### src/rtl/ysyx_25040109_arbiter_if.sv
// AXI4-Lite bundle shared by the IFU, LSU and crossbar-facing ports of the arbiter.
// The master modport is the side that issues requests; slave is the side that answers them.
interface ysyx_25040109_arbiter_if #(
    parameter int ADDR_W = 32,
    parameter int DATA_W = 32
);
    logic                  arvalid;
    logic                  arready;
    logic [ADDR_W-1:0]     araddr;

    logic                  rvalid;
    logic                  rready;
    logic [DATA_W-1:0]     rdata;
    logic [1:0]            rresp;

    logic                  awvalid;
    logic                  awready;
    logic [ADDR_W-1:0]     awaddr;

    logic                  wvalid;
    logic                  wready;
    logic [DATA_W-1:0]     wdata;
    logic [DATA_W/8-1:0]   wstrb;

    logic                  bvalid;
    logic                  bready;
    logic [1:0]            bresp;

    modport master (
        output arvalid, araddr, rready,
        output awvalid, awaddr, wvalid, wdata, wstrb, bready,
        input  arready, rvalid, rdata, rresp,
        input  awready, wready, bvalid, bresp
    );

    modport slave (
        input  arvalid, araddr, rready,
        input  awvalid, awaddr, wvalid, wdata, wstrb, bready,
        output arready, rvalid, rdata, rresp,
        output awready, wready, bvalid, bresp
    );
endinterface

### src/rtl/ysyx_25040109_arbiter.sv
// Round-robin arbiter merging the IFU (read-only) and LSU ports onto one AXI4-Lite master,
// granting one complete transaction at a time.
//
//   state  | meaning
//   -------+---------------------------------------------------------------
//   IDLE   | no grant; arbitrate between pending IFU and LSU requests
//   I_AR   | IFU granted, forwarding its read address
//   I_R    | IFU granted, waiting for the read data handshake
//   L_AR   | LSU granted for a read, forwarding its read address
//   L_R    | LSU granted for a read, waiting for the read data handshake
//   L_W    | LSU granted for a write, forwarding AW and W independently
//   L_B    | LSU granted for a write, waiting for the write response
module ysyx_25040109_arbiter #(
    parameter int ADDR_W = 32,
    parameter int DATA_W = 32
) (
    input  logic                          clk,
    input  logic                          rst,
    ysyx_25040109_arbiter_if.slave        ifu,
    ysyx_25040109_arbiter_if.slave        lsu,
    ysyx_25040109_arbiter_if.master       out
);

    localparam int STRB_W = DATA_W / 8;

    typedef enum logic [2:0] {
        S_IDLE = 3'd0,
        S_I_AR = 3'd1,
        S_I_R  = 3'd2,
        S_L_AR = 3'd3,
        S_L_R  = 3'd4,
        S_L_W  = 3'd5,
        S_L_B  = 3'd6
    } state_t;

    state_t r_state;
    state_t w_next_state;
    logic   r_last_grant;
    logic   w_next_last_grant;
    logic   r_aw_done;
    logic   w_next_aw_done;
    logic   r_w_done;
    logic   w_next_w_done;

    logic   w_ifu_req;
    logic   w_lsu_req;
    logic   w_aw_fire;
    logic   w_w_fire;
    logic   w_unused_ifu;

    assign w_ifu_req = ifu.arvalid;
    assign w_lsu_req = lsu.arvalid | lsu.awvalid;

    // The IFU port never writes; its write-side inputs are intentionally ignored.
    assign w_unused_ifu = ^{ifu.awvalid, ifu.awaddr, ifu.wvalid, ifu.wdata, ifu.wstrb, ifu.bready};

    always_ff @(posedge clk or negedge rst) begin
        if (!rst) begin
            r_state      <= S_IDLE;
            r_last_grant <= 1'b1;
            r_aw_done    <= 1'b0;
            r_w_done     <= 1'b0;
        end else begin
            r_state      <= w_next_state;
            r_last_grant <= w_next_last_grant;
            r_aw_done    <= w_next_aw_done;
            r_w_done     <= w_next_w_done;
        end
    end

    always_comb begin
        w_next_state      = r_state;
        w_next_last_grant = r_last_grant;
        w_next_aw_done    = r_aw_done;
        w_next_w_done     = r_w_done;
        w_aw_fire         = 1'b0;
        w_w_fire          = 1'b0;

        ifu.arready = 1'b0;
        ifu.rvalid  = 1'b0;
        ifu.rdata   = {DATA_W{1'b0}};
        ifu.rresp   = 2'b00;
        ifu.awready = 1'b0;
        ifu.wready  = 1'b0;
        ifu.bvalid  = 1'b0;
        ifu.bresp   = 2'b00;

        lsu.arready = 1'b0;
        lsu.rvalid  = 1'b0;
        lsu.rdata   = {DATA_W{1'b0}};
        lsu.rresp   = 2'b00;
        lsu.awready = 1'b0;
        lsu.wready  = 1'b0;
        lsu.bvalid  = 1'b0;
        lsu.bresp   = 2'b00;

        out.arvalid = 1'b0;
        out.araddr  = {ADDR_W{1'b0}};
        out.rready  = 1'b0;
        out.awvalid = 1'b0;
        out.awaddr  = {ADDR_W{1'b0}};
        out.wvalid  = 1'b0;
        out.wdata   = {DATA_W{1'b0}};
        out.wstrb   = {STRB_W{1'b0}};
        out.bready  = 1'b0;

        case (r_state)
            S_IDLE: begin
                // On a tie the master that did not finish last wins; writes beat reads on LSU.
                if (w_ifu_req && (!w_lsu_req || r_last_grant)) begin
                    w_next_state = S_I_AR;
                end else if (w_lsu_req) begin
                    w_next_state = lsu.awvalid ? S_L_W : S_L_AR;
                end
            end

            S_I_AR: begin
                out.arvalid = ifu.arvalid;
                out.araddr  = ifu.araddr;
                ifu.arready = out.arready;
                if (ifu.arvalid && out.arready) begin
                    w_next_state = S_I_R;
                end
            end

            S_I_R: begin
                ifu.rvalid = out.rvalid;
                ifu.rdata  = out.rdata;
                ifu.rresp  = out.rresp;
                out.rready = ifu.rready;
                if (out.rvalid && ifu.rready) begin
                    w_next_state      = S_IDLE;
                    w_next_last_grant = 1'b0;
                end
            end

            S_L_AR: begin
                out.arvalid = lsu.arvalid;
                out.araddr  = lsu.araddr;
                lsu.arready = out.arready;
                if (lsu.arvalid && out.arready) begin
                    w_next_state = S_L_R;
                end
            end

            S_L_R: begin
                lsu.rvalid = out.rvalid;
                lsu.rdata  = out.rdata;
                lsu.rresp  = out.rresp;
                out.rready = lsu.rready;
                if (out.rvalid && lsu.rready) begin
                    w_next_state      = S_IDLE;
                    w_next_last_grant = 1'b1;
                end
            end

            S_L_W: begin
                // AW and W complete independently; each is masked once it has fired.
                out.awvalid = lsu.awvalid & ~r_aw_done;
                out.awaddr  = lsu.awaddr;
                lsu.awready = out.awready & ~r_aw_done;
                out.wvalid  = lsu.wvalid & ~r_w_done;
                out.wdata   = lsu.wdata;
                out.wstrb   = lsu.wstrb;
                lsu.wready  = out.wready & ~r_w_done;

                w_aw_fire = lsu.awvalid & out.awready & ~r_aw_done;
                w_w_fire  = lsu.wvalid & out.wready & ~r_w_done;

                if (w_aw_fire) begin
                    w_next_aw_done = 1'b1;
                end
                if (w_w_fire) begin
                    w_next_w_done = 1'b1;
                end
                if ((r_aw_done | w_aw_fire) && (r_w_done | w_w_fire)) begin
                    w_next_state   = S_L_B;
                    w_next_aw_done = 1'b0;
                    w_next_w_done  = 1'b0;
                end
            end

            S_L_B: begin
                lsu.bvalid = out.bvalid;
                lsu.bresp  = out.bresp;
                out.bready = lsu.bready;
                if (out.bvalid && lsu.bready) begin
                    w_next_state      = S_IDLE;
                    w_next_last_grant = 1'b1;
                end
            end

            default: begin
                w_next_state = S_IDLE;
            end
        endcase
    end

endmodule

### src/flat_wrapper.sv
// flat-port wrapper written by rule: the top's interface ports become plain ports
module ysyx_25040109_arbiter_flat 
#(
    parameter int ADDR_W = 32,
    parameter int DATA_W = 32
)
  (clk, rst, ifu_arvalid, ifu_araddr, ifu_rready, ifu_awvalid, ifu_awaddr, ifu_wvalid, ifu_wdata, ifu_wstrb, ifu_bready, ifu_arready, ifu_rvalid, ifu_rdata, ifu_rresp, ifu_awready, ifu_wready, ifu_bvalid, ifu_bresp, lsu_arvalid, lsu_araddr, lsu_rready, lsu_awvalid, lsu_awaddr, lsu_wvalid, lsu_wdata, lsu_wstrb, lsu_bready, lsu_arready, lsu_rvalid, lsu_rdata, lsu_rresp, lsu_awready, lsu_wready, lsu_bvalid, lsu_bresp, out_arvalid, out_araddr, out_rready, out_awvalid, out_awaddr, out_wvalid, out_wdata, out_wstrb, out_bready, out_arready, out_rvalid, out_rdata, out_rresp, out_awready, out_wready, out_bvalid, out_bresp);
  ysyx_25040109_arbiter_if #(.ADDR_W(ADDR_W), .DATA_W(DATA_W)) ifu_i ();
  ysyx_25040109_arbiter_if #(.ADDR_W(ADDR_W), .DATA_W(DATA_W)) lsu_i ();
  ysyx_25040109_arbiter_if #(.ADDR_W(ADDR_W), .DATA_W(DATA_W)) out_i ();
  input  logic clk;
  input  logic rst;
  input wire logic [$bits(ifu_i.arvalid)-1:0] ifu_arvalid;
  input wire logic [$bits(ifu_i.araddr)-1:0] ifu_araddr;
  input wire logic [$bits(ifu_i.rready)-1:0] ifu_rready;
  input wire logic [$bits(ifu_i.awvalid)-1:0] ifu_awvalid;
  input wire logic [$bits(ifu_i.awaddr)-1:0] ifu_awaddr;
  input wire logic [$bits(ifu_i.wvalid)-1:0] ifu_wvalid;
  input wire logic [$bits(ifu_i.wdata)-1:0] ifu_wdata;
  input wire logic [$bits(ifu_i.wstrb)-1:0] ifu_wstrb;
  input wire logic [$bits(ifu_i.bready)-1:0] ifu_bready;
  output wire logic [$bits(ifu_i.arready)-1:0] ifu_arready;
  output wire logic [$bits(ifu_i.rvalid)-1:0] ifu_rvalid;
  output wire logic [$bits(ifu_i.rdata)-1:0] ifu_rdata;
  output wire logic [$bits(ifu_i.rresp)-1:0] ifu_rresp;
  output wire logic [$bits(ifu_i.awready)-1:0] ifu_awready;
  output wire logic [$bits(ifu_i.wready)-1:0] ifu_wready;
  output wire logic [$bits(ifu_i.bvalid)-1:0] ifu_bvalid;
  output wire logic [$bits(ifu_i.bresp)-1:0] ifu_bresp;
  input wire logic [$bits(lsu_i.arvalid)-1:0] lsu_arvalid;
  input wire logic [$bits(lsu_i.araddr)-1:0] lsu_araddr;
  input wire logic [$bits(lsu_i.rready)-1:0] lsu_rready;
  input wire logic [$bits(lsu_i.awvalid)-1:0] lsu_awvalid;
  input wire logic [$bits(lsu_i.awaddr)-1:0] lsu_awaddr;
  input wire logic [$bits(lsu_i.wvalid)-1:0] lsu_wvalid;
  input wire logic [$bits(lsu_i.wdata)-1:0] lsu_wdata;
  input wire logic [$bits(lsu_i.wstrb)-1:0] lsu_wstrb;
  input wire logic [$bits(lsu_i.bready)-1:0] lsu_bready;
  output wire logic [$bits(lsu_i.arready)-1:0] lsu_arready;
  output wire logic [$bits(lsu_i.rvalid)-1:0] lsu_rvalid;
  output wire logic [$bits(lsu_i.rdata)-1:0] lsu_rdata;
  output wire logic [$bits(lsu_i.rresp)-1:0] lsu_rresp;
  output wire logic [$bits(lsu_i.awready)-1:0] lsu_awready;
  output wire logic [$bits(lsu_i.wready)-1:0] lsu_wready;
  output wire logic [$bits(lsu_i.bvalid)-1:0] lsu_bvalid;
  output wire logic [$bits(lsu_i.bresp)-1:0] lsu_bresp;
  output wire logic [$bits(out_i.arvalid)-1:0] out_arvalid;
  output wire logic [$bits(out_i.araddr)-1:0] out_araddr;
  output wire logic [$bits(out_i.rready)-1:0] out_rready;
  output wire logic [$bits(out_i.awvalid)-1:0] out_awvalid;
  output wire logic [$bits(out_i.awaddr)-1:0] out_awaddr;
  output wire logic [$bits(out_i.wvalid)-1:0] out_wvalid;
  output wire logic [$bits(out_i.wdata)-1:0] out_wdata;
  output wire logic [$bits(out_i.wstrb)-1:0] out_wstrb;
  output wire logic [$bits(out_i.bready)-1:0] out_bready;
  input wire logic [$bits(out_i.arready)-1:0] out_arready;
  input wire logic [$bits(out_i.rvalid)-1:0] out_rvalid;
  input wire logic [$bits(out_i.rdata)-1:0] out_rdata;
  input wire logic [$bits(out_i.rresp)-1:0] out_rresp;
  input wire logic [$bits(out_i.awready)-1:0] out_awready;
  input wire logic [$bits(out_i.wready)-1:0] out_wready;
  input wire logic [$bits(out_i.bvalid)-1:0] out_bvalid;
  input wire logic [$bits(out_i.bresp)-1:0] out_bresp;
  assign ifu_i.arvalid = ifu_arvalid;
  assign ifu_i.araddr = ifu_araddr;
  assign ifu_i.rready = ifu_rready;
  assign ifu_i.awvalid = ifu_awvalid;
  assign ifu_i.awaddr = ifu_awaddr;
  assign ifu_i.wvalid = ifu_wvalid;
  assign ifu_i.wdata = ifu_wdata;
  assign ifu_i.wstrb = ifu_wstrb;
  assign ifu_i.bready = ifu_bready;
  assign ifu_arready = ifu_i.arready;
  assign ifu_rvalid = ifu_i.rvalid;
  assign ifu_rdata = ifu_i.rdata;
  assign ifu_rresp = ifu_i.rresp;
  assign ifu_awready = ifu_i.awready;
  assign ifu_wready = ifu_i.wready;
  assign ifu_bvalid = ifu_i.bvalid;
  assign ifu_bresp = ifu_i.bresp;
  assign lsu_i.arvalid = lsu_arvalid;
  assign lsu_i.araddr = lsu_araddr;
  assign lsu_i.rready = lsu_rready;
  assign lsu_i.awvalid = lsu_awvalid;
  assign lsu_i.awaddr = lsu_awaddr;
  assign lsu_i.wvalid = lsu_wvalid;
  assign lsu_i.wdata = lsu_wdata;
  assign lsu_i.wstrb = lsu_wstrb;
  assign lsu_i.bready = lsu_bready;
  assign lsu_arready = lsu_i.arready;
  assign lsu_rvalid = lsu_i.rvalid;
  assign lsu_rdata = lsu_i.rdata;
  assign lsu_rresp = lsu_i.rresp;
  assign lsu_awready = lsu_i.awready;
  assign lsu_wready = lsu_i.wready;
  assign lsu_bvalid = lsu_i.bvalid;
  assign lsu_bresp = lsu_i.bresp;
  assign out_arvalid = out_i.arvalid;
  assign out_araddr = out_i.araddr;
  assign out_rready = out_i.rready;
  assign out_awvalid = out_i.awvalid;
  assign out_awaddr = out_i.awaddr;
  assign out_wvalid = out_i.wvalid;
  assign out_wdata = out_i.wdata;
  assign out_wstrb = out_i.wstrb;
  assign out_bready = out_i.bready;
  assign out_i.arready = out_arready;
  assign out_i.rvalid = out_rvalid;
  assign out_i.rdata = out_rdata;
  assign out_i.rresp = out_rresp;
  assign out_i.awready = out_awready;
  assign out_i.wready = out_wready;
  assign out_i.bvalid = out_bvalid;
  assign out_i.bresp = out_bresp;
  ysyx_25040109_arbiter #(.ADDR_W(ADDR_W), .DATA_W(DATA_W)) u_core (.clk(clk), .rst(rst), .ifu(ifu_i), .lsu(lsu_i), .out(out_i));
endmodule
### config.mk
export PLATFORM = sky130hd
export DESIGN_NAME = ysyx_25040109_arbiter_flat
export DESIGN_NICKNAME = d
export VERILOG_FILES = /design/src/rtl/ysyx_25040109_arbiter_if.sv /design/src/rtl/ysyx_25040109_arbiter.sv /design/src/flat_wrapper.sv
export SDC_FILE = /design/constraint.sdc
export NUM_CORES = 1
export LEC_CHECK = 0
export ABC_AREA = 1
export CAP_MARGIN = 30
export CORE_AREA = 2 2 172 174
export CTS_CLUSTER_DIAMETER = 60
export DETAILED_ROUTE_END_ITERATION = 8
export DIE_AREA = 0 0 174 176
export GPL_ROUTABILITY_DRIVEN = 0
export HOLD_SLACK_MARGIN = 0.03
export PLACE_DENSITY = 0.43
export REMOVE_ABC_BUFFERS = 1
export SYNTH_ARGS = -nofsm -noshare
export SYNTH_HDL_FRONTEND = slang
export SYNTH_SLANG_ARGS = --single-unit
### constraint.sdc
create_clock -name clk -period 1.7 [get_ports clk]
set_input_delay 0.34 -clock clk [delete_from_list [all_inputs] [get_ports clk]]
set_output_delay 0.34 -clock clk [all_outputs]
set_load 0.1 [all_outputs]
==> results.toml, run 1 <==
[sta]
period_share_pct = 115.3
finalSetupViolCount = 182
max_freq_ghz = 0.5101
final.min_clock_period_ns = 1.960
setup_tns_ns = -34.20
skew_ns = 0.006615
hold_viol = 0
slew_viol_final = 0
rsz0062_at_grt = "yes"
worst_slack_ns = -0.2604

[cts]
ctsHoldBuffers = 0
clk_pin_slew_ns = 0.04
cts_buffers = 3
cts_buffer_depth = 2
cts_tree = "built"
clk_latency_ns = 0.23
h-tree-depth = 1
ctsRootBufferMaster = "clkbuf_16"
clock_sinks = 6

[routing]
ant_nets = 0
top_layer_used = "met5"
num_vias = 4017
post_drt_wl_per_cell_um = 13.72
drt-pass1-iter-count = 4
wl_met2_um = 8317
wl_met1_um = 6057
wl_met3_um = 1609
viasPerCell = 3.410
drc = 0
drt_iter0_markers = 43
wl_um = 16160

[logic_synthesis]
netlist_area_um2 = 1992
ys_seq_elements = 6
yosysMostFrequentCell = "nor2_1"
synth_edf_count = 0
synth-seq-area-share_pct = 7.601
ys.flop_type = "dfrtp_1"
yosys.area.top_type_share_pct = 28.27
netlist_top_cells_area = "nor2_1 (28%), inv_1 (22%), a32o_1 (17%)"
synth.distinct_cells = 22
syn_area_per_cell_um2 = 4.980
yosysWarnings = 0
synth_common_cells = "nor2_1 (150), inv_1 (115), a32o_1 (33)"
syn_inst = 400
ys_async_sr_fraction_pct = 100.0
yosys.area.top_type = "nor2_1"

[critical_path]
cp_slowest_cell = "dfrtp_2"
path_cells = "inv_4 > nand3_2 > buf_12 > buf_12 > nor2_4 > buf_12"
timing.rr.end = "u_core.r_state[0]$_DFFE_PN0P_"
crit_arrival_ns = 1.62
critPathCapture = "out_wdata[28]"
required_ns = 1.36
cp-end-kind = "output port"
crit_type = "reg -> out"
crit_path_start = "u_core.r_state[1]$_DFFE_PN0P_"
critical_path_depth = 6
max_stage_delay_ns = 0.46
path_buf_inv = 4
path_max_fanout = 30
reg2reg_slack_ns = 0.18
cpMostUsedCell = "buf_12"
reg2regPathDepth = 9
cp_top_family = "buffers and inverters"
r2r_start = "u_core.r_state[2]$_DFFE_PN0P_"
start_kind = "flop"

[die]
dieArea_um2 = 30620
io-pin-count = 440
die_x_um = 174
coreArea_um2 = 28550
fp.dieH_um = 176
num_rows = 62
start_util_pct = 6.978

[global_routing]
grt_pass1_vias = 4202
grt_pass1_wl_um = 23720
grt_max_degree = 36
grt_antenna_before_repair = 1
grtUsageTotal_pct = 9.681
grt_overflow_total = 0

[status]
outcome = "finished, violations left"
violations = "negative setup slack"

[cells_and_area]
areaGrowthSynthToFinish_pct = 371.9
n_antenna_cell = 0
fin_nets = 1048
multiInputGateArea_um2 = 2163
seqCellArea_um2 = 153.9
drive_above_1_share_pct = 53.53
fillCellCount = 2927

[placed_design]
portBuffers = 363
hpwl_um = 12960
preCtsSetupSlack_ns = -0.06479

[job]
drv_cap = 0

[pwr]
vdd_drop_max_mv = 0.6346
power_density_nw_per_um2 = 1544
p_leak_uw = 0.004057
power_uw = 14520

[worst_hold_path]
hold_path.class = "in -> async"
[metrics by stage]
step / util, % / area, µm² / hold slack (ns) / std cells
2_1_floorplan: - / 1814 / 0.04441 / 374
3_3_place_gp: 28.74 / 8205 / 0.4805 / 1166
3_5_place_dp: 28.74 / 8205 / 0.4855 / 1166
4_1_cts: 31.36 / 8954 / 0.3851 / 1175
5_1_grt: 32.92 / 9399 / 0.4042 / 1178
6_report: 32.92 / 9399 / 0.3643 / 1178
[worst min-delay path by stage]
| stage | startpoint | endpoint | cells after the start |
|---|---|---|---|
| after floorplan | rst | u_core.r_aw_done$_DFFE_PN0P_ | 0 |
| after global placement | u_core.r_last_grant$_DFFE_PN1P_ | u_core.r_last_grant$_DFFE_PN1P_ | 2 |
| after detailed placement | u_core.r_last_grant$_DFFE_PN1P_ | u_core.r_last_grant$_DFFE_PN1P_ | 2 |
| after CTS | rst | u_core.r_aw_done$_DFFE_PN0P_ | 1 |
| after global routing | rst | u_core.r_aw_done$_DFFE_PN0P_ | 1 |
| final | rst | u_core.r_aw_done$_DFFE_PN0P_ | 1 |
[metal layers]
layer / up-vias / track usage, %
met5: - / 0
met4: 2 / 1.261
met3: 15 / 3.488
met2: 227 / 17.18
met1: 1801 / 11.46
li1: 1972 / -
[placed cells by master, fill, tap and decap left out, drive strengths merged, types with 5 or more instances in the layout]
master / instances
clkdlybuf4s50: 181
inv: 116
clkbuf: 6
a32o: 33
dfrtp: 5
nand2: 35
buf: 233
conb: 5
nor2: 155
nand3: 15
[cell type report]
type | count | area share [%]
flip-flops and latches | 6 | 1.637
clock buffers | 4 | 0.8387
repair buffers | 416 | 64.71
well taps | 384 | 5.112
inverters | 116 | 4.686
multi-input cells | 252 | 23.02
[worst register-to-register path, cell delays in order, from the launching register on]
cell	delay, ns
dfrtp_1	0.39
buf_6	0.14
nand3_2	0.09
buf_12	0.23
inv_1	0.14
nand2_1	0.08
nand3_1	0.09
nor2_2	0.13
nand3_1	0.09
nand2_1	0.07
[kinds of logic (layout without fill, tap and decap cells)]
logic type	count (synthesis)	count (layout)	synth area share [%]
and+or+nand+nor	209	209	42.59
buffers and inverters	146	536	31.53
AOI/OAI and AO/OA	38	38	18.09
DFF	6	6	7.601
other	1	5	0.1883
[power by group]
part / total, µW / switching, µW / internal, µW
registers: 323 / 93.8 / 229
logic: 13800 / 8840 / 4940
clock network: 408 / 95.2 / 313
[flip-flops by register name (all words and copies together), names as in the netlist]
| signal | cells |
|---|---|
| u_core.r_state | 3 |
| u_core.r_aw_done | 1 |
| u_core.r_last_grant | 1 |
| u_core.r_w_done | 1 |
[what timing repair did]
action / CTS / global route
gates cloned: 2 / 3
endpoints found under the setup margin: 182 / 185
gates resized for setup: 198 / 97
pin swaps: 3 / 7
buffers inserted: 3 / 1
Note: power is estimated with default switching activity, not from simulation.
==> run 2: changes to the inputs <==
clock period = 2 ns   (was 1.7 ns; I/O delays follow)
==> run 2 against run 1 <==
- the run still ends with negative setup slack left
- sequential cell count unchanged
- combinational power down 19%
- clock-buffer cell count unchanged
- via count down 2.7%
- worst setup slack better by 0.23 ns
- power down 19%
- global-route usage down 0.57 points
- cell count down 1.9%
- first-iteration DRC count up 42%
- hold slack better by 0.067 ns
- critical path type unchanged
- largest power group unchanged
==> results.toml, run 2 (synthesized netlist as in run 1, its figures left out) <==
[pwr]
vdd_drop_max_mv = 0.6343
p_leak_uw = 0.003949
power_density_nw_per_um2 = 1323
power_uw = 11770

[placed_design]
hpwl_um = 12610
portBuffers = 363
postPlaceCellArea_um2 = 7993
preCtsSetupSlack_ns = 0.06658

[cts]
h-tree-depth = 1
cts_tree = "built"
ctsRootBufferMaster = "clkbuf_16"
cts_buffers = 3
ctsHoldBuffers = 0
clock_sinks = 6
clk_pin_slew_ns = 0.04
clk_latency_ns = 0.23
cts_buffer_depth = 2

[sta]
skew_ns = 0.001885
slew_viol_final = 0
rsz0062_at_grt = "yes"
finalSetupViolCount = 39
worst_slack_ns = -0.02695
hold_viol = 0
period_share_pct = 101.3
max_freq_ghz = 0.4934
final.min_clock_period_ns = 2.027

[die]
dieArea_um2 = 30620
io-pin-count = 440
fp.dieH_um = 176
num_rows = 62
die_x_um = 174
start_util_pct = 6.978
coreArea_um2 = 28550

[routing]
drt_iter0_markers = 61
viasPerCell = 3.382
num_vias = 3910
drt-pass1-iter-count = 4
post_drt_wl_per_cell_um = 13.87
drc = 0
ant_nets = 0
wl_um = 16030

[critical_path]
required_ns = 1.60
crit_arrival_ns = 1.63
start_kind = "flop"
crit_type = "reg -> out"
path_max_fanout = 6
cp-end-kind = "output port"

[global_routing]
grtUsageTotal_pct = 9.113
grt_pass1_wl_um = 22250
grt_pass1_vias = 3908
grt_antenna_before_repair = 1
grt_overflow_total = 0
grt_max_degree = 37

[cells_and_area]
fillCellCount = 3028
areaGrowthSynthToFinish_pct = 346.7
layout_commonest_cell = "buf_12"
largest_register_ffs = 3
multiInputGateArea_um2 = 1827
design_area_um2 = 8897
n_antenna_cell = 0
drive_above_1_share_pct = 48.06
fin_nets = 1026
layout_common_cells = "buf_12 (190), clkdlybuf4s50_1 (181), inv_1 (115), nor2_4 (56), nor2_2 (53)"
top_register = "u_core.r_state"
seqCellArea_um2 = 153.9

[job]
drv_cap = 0

[status]
violations = "negative setup slack"
outcome = "finished, violations left"

[worst_hold_path]
hold_path.class = "in -> async"
[run 2: changes by cell type in the layout (fill, tap and decap cells not counted), moves of 4 or more]
cell       change
nor2_4        -48
nor2_1        +30
nor2_2        +18
buf_4         -15
buf_6          -8
clkbuf_16      +4
[run 2: final cells by class]
cell class	count	area share (%)
Clock buffer	4	0.8860
Timing Repair Buffer	394	66.50
Tap cell	384	5.400
Sequential cell	6	1.730
Inverter	116	4.950
Multi-Input combinational cell	252	20.53
[run 2: power breakdown]
group | total, µW | switching, µW | internal, µW
clock | 339 | 73.5 | 265
combinational | 11200 | 7260 | 3900
sequential | 275 | 80.0 | 195
total | 11800 | 7410 | 4360
[run 2: path summary, 6_finish.rpt]
path	from	end	slack (ns)	depth (start not counted)
worst min-delay path	rst	u_core.r_aw_done$_DFFE_PN0P_	0.43	1
worst max register to register	u_core.r_state[2]$_DFFE_PN0P_	u_core.r_state[2]$_DFFE_PN0P_	0.45	9
min in group clk	u_core.r_last_grant$_DFFE_PN1P_	u_core.r_last_grant$_DFFE_PN1P_	0.48	2
worst max-delay path	u_core.r_state[2]$_DFFE_PN0P_	out_awaddr[21]	-0.03	6
worst min register to register	u_core.r_last_grant$_DFFE_PN1P_	u_core.r_last_grant$_DFFE_PN1P_	0.48	2
max in group asynchronous	rst	u_core.r_last_grant$_DFFE_PN1P_	1.28	1
[run 2: what timing repair did]
item | 4_1_cts | 5_1_grt
cloned | 0 | 8
resized for setup | 123 | 82
hold endpoints to repair | 0 | 0
setup endpoints to repair | 127 | 154
pin swaps | 0 | 1
setup buffers | 0 | 3
[run 2: layer usage]
| layer | vias to the layer above | share of wire (%) | wire length, µm | GRT usage (%) |
|---|---|---|---|---|
| li1 | 1930 | - | - | - |
| met1 | 1744 | 40 | 6333 | 11.13 |
| met5 | - | 0.044 | 7 | 0 |
| met4 | 2 | 0.78 | 125 | 0.9104 |
| met2 | 224 | 50 | 7977 | 15.54 |
| met3 | 10 | 9.9 | 1584 | 3.725 |
[run 2: worst max-delay path, cell delays in order (launching register included)]
cell,delay (ns)
dfrtp_1,0.41
buf_4,0.15
nand3_4,0.15
buf_12,0.20
clkbuf_16,0.17
nor2_4,0.13
buf_12,0.18
[run 2: stage by stage]
step | hold slack (ns) | TNS [ns] | util [%] | cells
after detailed placement | 0.4845 | 0 | 28.00 | 1141
after global placement | 0.4797 | 0 | 28.00 | 1141
after floorplan | 0.1044 | -305.14 | - | 374
after global routing | 0.4632 | -6.777 | 31.17 | 1156
after CTS | 0.4428 | -2.394 | 29.26 | 1145
final | 0.4311 | -0.4190 | 31.17 | 1156
